$ cat src/rtl/argmax_window_pkg.sv
`default_nettype none
// +------------------------------------------------------------------+
// | Module   : argmax_window_pkg                                      |
// | Desc     : Shared types, Q-format constants and FSM states for    |
// |            the windowed argmax.                                   |
// | Revision : 1.0  initial parametrised release                      |
// +------------------------------------------------------------------+
package argmax_window_pkg;

  localparam int c_lambda_w = 14;
  localparam int c_ang_w    = 11;
  localparam int c_theta_w  = 8;
  localparam int c_eps_w    = 21;

  typedef logic signed [c_lambda_w-1:0] lambda_t;
  typedef logic signed [c_ang_w-1:0]    ang_t;
  typedef logic        [c_theta_w-1:0]  theta_t;
  typedef logic signed [c_eps_w-1:0]    eps_t;

  localparam int c_eps_frac = 20;
  localparam int c_ang_frac = 8;
  localparam int c_pi_frac  = 8;

  // 1/(2*pi) as unsigned Q0.8
  localparam logic [7:0] c_inv_2pi = 8'd40;

  // Left shift needed to move a product of two Q formats onto a target fraction
  function automatic int q_align_shift(input int dst_frac, input int a_frac, input int b_frac);
    return dst_frac - a_frac - b_frac;
  endfunction

  localparam int c_eps_shift = q_align_shift(c_eps_frac, c_ang_frac, c_pi_frac);

  typedef enum logic [0:0] {
    ST_SKIP = 1'b0,
    ST_ACC  = 1'b1
  } state_t;

endpackage
`default_nettype wire

$ cat src/rtl/argmax_eps_scale.sv
`default_nettype none
// +------------------------------------------------------------------+
// | Module   : argmax_eps_scale                                       |
// | Desc     : Combinational angle -> eps scaling (ang * 1/(2*pi)),   |
// |            aligned to Q.20 and truncated, no saturation.          |
// | Revision : 1.0  initial release                                   |
// +------------------------------------------------------------------+
module argmax_eps_scale
  import argmax_window_pkg::*;
#(
  parameter int         ANG_W   = 11,
  parameter int         EPS_W   = 21,
  parameter logic [7:0] INV_2PI = c_inv_2pi
) (
  input  logic [ANG_W-1:0] ang,
  output logic [EPS_W-1:0] eps
);

  localparam int c_prod_w = ANG_W + 9;
  localparam int c_shl_w  = c_prod_w + c_eps_shift;
  localparam int c_wide_w = (c_shl_w > EPS_W) ? c_shl_w : EPS_W;

  logic signed [c_prod_w-1:0] w_ang_ext;
  logic signed [c_prod_w-1:0] w_coef;
  logic signed [c_prod_w-1:0] w_prod;
  logic signed [c_wide_w-1:0] w_wide;
  logic signed [c_wide_w-1:0] w_shl;

  // Operands pre-extended to product width so the low bits are exact
  assign w_ang_ext = {{9{ang[ANG_W-1]}}, ang};
  assign w_coef    = {{(c_prod_w-8){1'b0}}, INV_2PI};
  assign w_prod    = w_ang_ext * w_coef;
  assign w_wide    = {{(c_wide_w-c_prod_w){w_prod[c_prod_w-1]}}, w_prod};
  assign w_shl     = w_wide <<< c_eps_shift;
  assign eps       = EPS_W'(w_shl);

endmodule
`default_nettype wire

$ cat src/rtl/argmax_window.sv
`default_nettype none
// +------------------------------------------------------------------+
// | Module   : argmax_window                                          |
// | Desc     : Streaming block argmax over N valid lambda samples,    |
// |            reports peak, its position and scaled angle (eps).     |
// | Revision : 1.0  initial parametrised release                      |
// +------------------------------------------------------------------+
module argmax_window
  import argmax_window_pkg::*;
#(
  parameter int         N        = 256,
  parameter int         IDX_W    = $clog2(N),
  parameter int         LAMBDA_W = 14,
  parameter int         ANG_W    = 11,
  parameter int         EPS_W    = 21,
  parameter logic [7:0] INV_2PI  = c_inv_2pi,
  parameter bit         TIE_LAST = 1'b1,
  parameter int         SKIP     = 25
) (
  input  logic                clk,
  input  logic                rst,
  input  logic                in_valid,
  input  logic                in_sof,
  input  logic [LAMBDA_W-1:0] lambda_in,
  input  logic [ANG_W-1:0]    angle_in,
  output logic                out_valid,
  output logic [IDX_W-1:0]    theta_out,
  output logic [EPS_W-1:0]    eps_out,
  output logic [LAMBDA_W-1:0] peak_out,
  output logic                drop_out
);

  localparam int                c_skip_w     = (SKIP > 0) ? $clog2(SKIP + 1) : 1;
  localparam logic [IDX_W-1:0]  c_last       = IDX_W'(N - 1);
  localparam logic [c_skip_w-1:0] c_skip_init = c_skip_w'(SKIP);
  localparam state_t            c_state_init = (SKIP == 0) ? ST_ACC : ST_SKIP;

  state_t                     r_state, w_state_nxt;
  logic [c_skip_w-1:0]        r_skip_cnt, w_skip_cnt_nxt;
  logic [IDX_W-1:0]           r_pos, w_pos_nxt;
  logic [IDX_W-1:0]           r_idx, w_idx_nxt;
  logic signed [LAMBDA_W-1:0] r_peak, w_peak_nxt;
  logic [ANG_W-1:0]           r_ang, w_ang_nxt;
  logic [IDX_W-1:0]           r_res_idx, w_res_idx_nxt;
  logic signed [LAMBDA_W-1:0] r_res_peak, w_res_peak_nxt;
  logic [ANG_W-1:0]           r_res_ang, w_res_ang_nxt;
  logic                       r_fire, w_fire_nxt;
  logic                       r_drop, w_drop_nxt;
  logic                       w_take;
  logic                       w_is_last;
  logic [EPS_W-1:0]           w_eps;

  logic                       r_out_valid;
  logic [IDX_W-1:0]           r_theta_out;
  logic [EPS_W-1:0]           r_eps_out;
  logic [LAMBDA_W-1:0]        r_peak_out;
  logic                       r_drop_out;

  always_ff @(posedge clk) begin
    if (rst) begin
      r_state <= c_state_init;
    end else begin
      r_state <= w_state_nxt;
    end
  end

  always_comb begin
    w_state_nxt    = r_state;
    w_skip_cnt_nxt = r_skip_cnt;
    w_pos_nxt      = r_pos;
    w_idx_nxt      = r_idx;
    w_peak_nxt     = r_peak;
    w_ang_nxt      = r_ang;
    w_res_idx_nxt  = r_res_idx;
    w_res_peak_nxt = r_res_peak;
    w_res_ang_nxt  = r_res_ang;
    w_fire_nxt     = 1'b0;
    w_drop_nxt     = 1'b0;
    w_is_last      = (r_pos == c_last);
    w_take         = TIE_LAST ? ($signed(lambda_in) >= r_peak) : ($signed(lambda_in) > r_peak);

    if (in_valid) begin
      if (in_sof) begin
        // A sof on the last slot closes the current block on what it already holds
        if (r_state == ST_ACC) begin
          if (w_is_last) begin
            w_fire_nxt     = 1'b1;
            w_res_idx_nxt  = r_idx;
            w_res_peak_nxt = r_peak;
            w_res_ang_nxt  = r_ang;
          end else if (r_pos != '0) begin
            w_drop_nxt = 1'b1;
          end
        end
        w_state_nxt = ST_ACC;
        w_peak_nxt  = $signed(lambda_in);
        w_ang_nxt   = angle_in;
        w_idx_nxt   = '0;
        w_pos_nxt   = IDX_W'(1);
      end else if (r_state == ST_SKIP) begin
        w_skip_cnt_nxt = r_skip_cnt - 1'b1;
        if (r_skip_cnt == c_skip_w'(1)) begin
          w_state_nxt = ST_ACC;
        end
      end else begin
        if ((r_pos == '0) || w_take) begin
          w_peak_nxt = $signed(lambda_in);
          w_ang_nxt  = angle_in;
          w_idx_nxt  = r_pos;
        end
        if (w_is_last) begin
          w_fire_nxt     = 1'b1;
          w_res_idx_nxt  = w_idx_nxt;
          w_res_peak_nxt = w_peak_nxt;
          w_res_ang_nxt  = w_ang_nxt;
          w_pos_nxt      = '0;
        end else begin
          w_pos_nxt = r_pos + 1'b1;
        end
      end
    end
  end

  argmax_eps_scale #(
    .ANG_W   (ANG_W),
    .EPS_W   (EPS_W),
    .INV_2PI (INV_2PI)
  ) u_eps_scale (
    .ang (r_res_ang),
    .eps (w_eps)
  );

  always_ff @(posedge clk) begin
    if (rst) begin
      r_skip_cnt  <= c_skip_init;
      r_pos       <= '0;
      r_idx       <= '0;
      r_peak      <= '0;
      r_ang       <= '0;
      r_res_idx   <= '0;
      r_res_peak  <= '0;
      r_res_ang   <= '0;
      r_fire      <= 1'b0;
      r_drop      <= 1'b0;
      r_out_valid <= 1'b0;
      r_theta_out <= '0;
      r_eps_out   <= '0;
      r_peak_out  <= '0;
      r_drop_out  <= 1'b0;
    end else begin
      r_skip_cnt  <= w_skip_cnt_nxt;
      r_pos       <= w_pos_nxt;
      r_idx       <= w_idx_nxt;
      r_peak      <= w_peak_nxt;
      r_ang       <= w_ang_nxt;
      r_res_idx   <= w_res_idx_nxt;
      r_res_peak  <= w_res_peak_nxt;
      r_res_ang   <= w_res_ang_nxt;
      r_fire      <= w_fire_nxt;
      r_drop      <= w_drop_nxt;
      r_out_valid <= r_fire;
      r_drop_out  <= r_drop;
      // Result snapshot is taken one cycle earlier so the next block may already overwrite r_peak
      if (r_fire) begin
        r_theta_out <= r_res_idx;
        r_peak_out  <= r_res_peak;
        r_eps_out   <= w_eps;
      end
    end
  end

  assign out_valid = r_out_valid;
  assign theta_out = r_theta_out;
  assign eps_out   = r_eps_out;
  assign peak_out  = r_peak_out;
  assign drop_out  = r_drop_out;

endmodule
`default_nettype wire
$ cat config.mk
export PLATFORM = sky130hd
export DESIGN_NAME = argmax_window
export DESIGN_NICKNAME = d
export VERILOG_FILES = /design/src/rtl/argmax_window_pkg.sv /design/src/rtl/argmax_eps_scale.sv /design/src/rtl/argmax_window.sv
export SDC_FILE = /design/constraint.sdc
export NUM_CORES = 1
export LEC_CHECK = 0
export BUFFER_PORTS_ARGS = -buffer_cell sky130_fd_sc_hd__buf_4
export CORE_MARGIN = 2
export CORE_UTILIZATION = 55
export CTS_BUF_LIST = sky130_fd_sc_hd__clkbuf_4 sky130_fd_sc_hd__clkbuf_8
export DETAILED_ROUTE_END_ITERATION = 6
export GPL_TIMING_DRIVEN = 0
export PLACE_DENSITY = 0.79
export REMOVE_ABC_BUFFERS = 1
export SLEW_MARGIN = 10
export SYNTH_ARGS = -nofsm -noshare
export SYNTH_HDL_FRONTEND = slang
export SYNTH_SLANG_ARGS = --single-unit
$ cat constraint.sdc
create_clock -name clk -period 2.4 [get_ports clk]
set_input_delay 0.48 -clock clk [delete_from_list [all_inputs] [get_ports clk]]
set_output_delay 0.48 -clock clk [all_outputs]
set_load 0.005 [all_outputs]
==> flow_summary.toml <==
[synthesis]
synth_edf_count = 0
synthArstFlopShare_pct = 0
synth_seq_cells = 120
synth_cell_types = 55
syn_area_per_cell_um2 = 9.81
synthFlopType = "dfxtp_1"
synthesis.area_um2 = 6080
yosys_warnings = 0
synth_cells = 620
ys_seq_area_share_pct = 39.5

[worst_setup_path]
cp_max_fo = 6
cp.required_ns = 2.66
rrSetupSlack_ns = -0.12
critPathLaunchType = "register"
reg2reg_to = "r_res_peak[3]$_SDFFE_PP0P_"
crit_arrival_ns = 2.78
reg2reg_from = "r_peak[9]$_SDFFE_PP0P_"
crit_type = "reg -> reg"
endpoint_kind = "register"
reg2reg_depth = 11

[timing]
slew_headroom_pct = 27.5
finalMaxSlewViolations = 0
tns_ns = -2.68
worst_slack_ns = -0.124
fin_crit_ns = 2.52
setup_violations = 40
hold_viol_final = 0
worst_slew_pin_slew_ns = 1.09
fin_skew_ns = 0.0108
min_period_over_period_pct = 105
fmax_mhz = 396
rsz0062_at_grt = "true"

[global_routing]
grt_use_total_pct = 23.6
grt_pass1_vias = 4609
antenna_found_initial = 0
overflow = 0
grt_pass1_wl_um = 21800
grt_max_degree = 155

[route]
num_vias = 4776
postRouteAntennaNets = 0
dr.pass1.iters = 4
detail_route.wl_per_cell_um = 16.4
wirelength_um = 14000
drc = 0
viasPerCell = 5.61
drt_iter0_markers = 414

[final_layout]
syn_to_final_growth_pct = 25.7
drive_gt1_share_pct = 31.2
fillers = 777
diodes = 0
nNetsFinal = 765
layout.cells.most_common = "dfxtp_1"
final_cell_mix = "dfxtp_1 (105), buf_4 (85), nor2_1 (82)"

[run_status]
violations = "negative setup slack"
outcome = "finished with violations"

[place]
detailed_place_hpwl_um = 7780
io_buffers = 66
pre_cts_ws_ns = -0.777
place.gp.congestion = 0.825

[floorplanning]
pin_count = 74
dieArea_um2 = 11900
die_width_um = 109
core_um2 = 10800
start_util_pct = 56.3
rows = 38
die_h_um = 109

[min_path]
min_delay_worst_endpoint = "r_ang[0]$_SDFFE_PP0P_"
worstHoldPathCells = 3
min_path_type = "in -> reg"
hold_start = "angle_in[0]"

[cts]
cts.path.max_buffers = 2
cts_buffers = 17
cts_tree = "yes"
cts_sinks = 120
clk_latency_ns = 0.42
cts-root-buf = "clkbuf_8"
cts.clk_slew.worst_paths_ns = 0.07
htree_num_levels = 4
cts_hold_buffers = 0

[pwr]
vdd.ir_drop.worst_mv = 0.408
p_int_mw = 3.34
power.leakage_nw = 3.00
swShare_pct = 24.9
power.switching_mw = 1.11
pwr-share-clk_pct = 41.9
p_seq_share_pct = 46.2
combPwrFrac_pct = 11.9
power.density_nw_per_um2 = 583

[run]
cap_violations = 0
## worst max-delay path by stage
stage,startpoint,endpoint,slack (ns)
6_report,r_peak[9]$_SDFFE_PP0P_,r_res_peak[3]$_SDFFE_PP0P_,-0.12
5_1_grt,r_peak[9]$_SDFFE_PP0P_,r_res_peak[3]$_SDFFE_PP0P_,-0.20
4_1_cts,r_res_ang[3]$_SDFFE_PP0P_,eps_out[20]$_SDFFE_PP0P_,-0.004
3_5_place_dp,lambda_in[3],r_res_ang[3]$_SDFFE_PP0P_,-0.78
3_3_place_gp,lambda_in[3],r_res_peak[13]$_SDFFE_PP0P_,-1.56
2_1_floorplan,lambda_in[3],r_res_ang[10]$_SDFFE_PP0P_,-0.78
## synth_stat cells, types with 3 or more instances
| library cell | count | area [um^2] |
|---|---|---|
| clkbuf_1 | 23 | 86.3 |
| o21a_1 | 4 | 30.0 |
| o21bai_1 | 5 | 37.5 |
| buf_4 | 8 | 60.1 |
| buf_6 | 5 | 56.3 |
| a211oi_2 | 24 | 300 |
| nand4b_1 | 7 | 61.3 |
| buf_2 | 6 | 30.0 |
| nor2_1 | 83 | 312 |
| o21ai_0 | 9 | 45.0 |
| a21o_1 | 4 | 30.0 |
| nor3_1 | 4 | 20.0 |
| nand4_1 | 6 | 37.5 |
| a211oi_1 | 9 | 67.6 |
| nor4b_1 | 3 | 26.3 |
| inv_1 | 32 | 120 |
| xnor2_1 | 4 | 35.0 |
| a31oi_1 | 3 | 18.8 |
| a21oi_1 | 12 | 60.1 |
| dfxtp_1 | 120 | 2400 |
| nand2_1 | 8 | 30.0 |
| a311oi_1 | 6 | 52.6 |
| mux2i_1 | 84 | 841 |
| nor2b_1 | 4 | 25.0 |
| nand2b_1 | 55 | 344 |
| o31ai_2 | 6 | 75.1 |
| ha_1 | 37 | 463 |
| xor2_1 | 7 | 61.3 |
| and3_1 | 10 | 62.6 |
## flip-flops by register name, summed over array words and instances, names as in the netlist
name,count
r_res_ang,11
r_peak,14
r_res_peak,14
drop_out,1
eps_out,14
r_fire,1
r_skip_cnt,5
r_drop,1
r_state,1
out_valid,1
r_res_idx,8
r_pos,8
theta_out,8
r_idx,8
peak_out,14
r_ang,11
## critical path, cell delays in order (launching register included)
cell      delay, ns
dfxtp_1        0.41
inv_1          0.06
ha_1           0.30
nand4_1        0.18
buf_4          0.16
a31oi_4        0.04
o211a_1        0.27
nor3_4         0.27
buf_6          0.18
buf_16         0.15
mux2i_2        0.23
a211oi_2       0.09
## layer usage
| metal | up-vias | GRT usage [%] | share of wire, % |
|---|---|---|---|
| met4 | 0 | 8.88 | 1.8 |
| met1 | 2294 | 28.4 | 43 |
| met2 | 131 | 40.4 | 50 |
| met5 | - | 0 | 0 |
| met3 | 23 | 5.92 | 5.6 |
| li1 | 2328 | - | - |
## power by group through the flow
| stage | Combinational (mW) | Sequential, mW | Clock, mW |
|---|---|---|---|
| finish | 0.531 | 2.06 | 1.86 |
| global route | 0.573 | 2.06 | 2.00 |
| global placement | 0.355 | 2.09 | 0 |
| CTS | 0.478 | 2.05 | 1.90 |
| detailed placement | 0.385 | 2.10 | 0 |
| floorplan | 0.230 | 2.09 | 0 |
## timing repair
item / CTS / global route
setup buffers: 22 / 3
pin swaps: 23 / 17
setup endpoints to repair: 71 / 70
hold endpoints to repair: 0 / 0
cloned: 3 / 4
gates resized for setup: 53 / 22
## cells by family (layout without fill, tap and decap cells)
group | Yosys count | after routing | share of synthesized area [%]
adder cells (fa/ha/maj) | 38 | 38 | 7.94
buffers and inverters | 80 | 160 | 6.81
multiplexers | 84 | 84 | 13.8
flip-flops | 120 | 120 | 39.5
AO/OA/AOI/OAI | 99 | 101 | 14.1
XOR/XNOR | 11 | 11 | 1.58
other | 1 | 7 | 0.0617
AND/OR/NAND/NOR | 187 | 190 | 16.1
## area by class of cell
type	count	area, um^2	area share, %
repair buffers	96	853	11.2
multi-input cells	431	3660	47.9
inverters	32	120	1.57
flip-flops and latches	120	2430	31.8
well taps	140	175	2.29
clock inverters	13	154	2.01
clock buffers	19	255	3.34
## through the flow
stage | hold slack, ns | cell area, um^2 | util, % | cells | power, mW
after floorplan | 0.414 | 5810 | - | 578 | 2.32
after global placement | 0.457 | 6480 | 60.0 | 784 | 2.45
after detailed placement | 0.466 | 6590 | 61.0 | 788 | 2.48
after CTS | 0.306 | 7460 | 69.1 | 844 | 4.43
after global routing | 0.319 | 7640 | 70.8 | 851 | 4.63
final | 0.334 | 7640 | 70.8 | 851 | 4.45
Power figures use the tool's default switching activity.
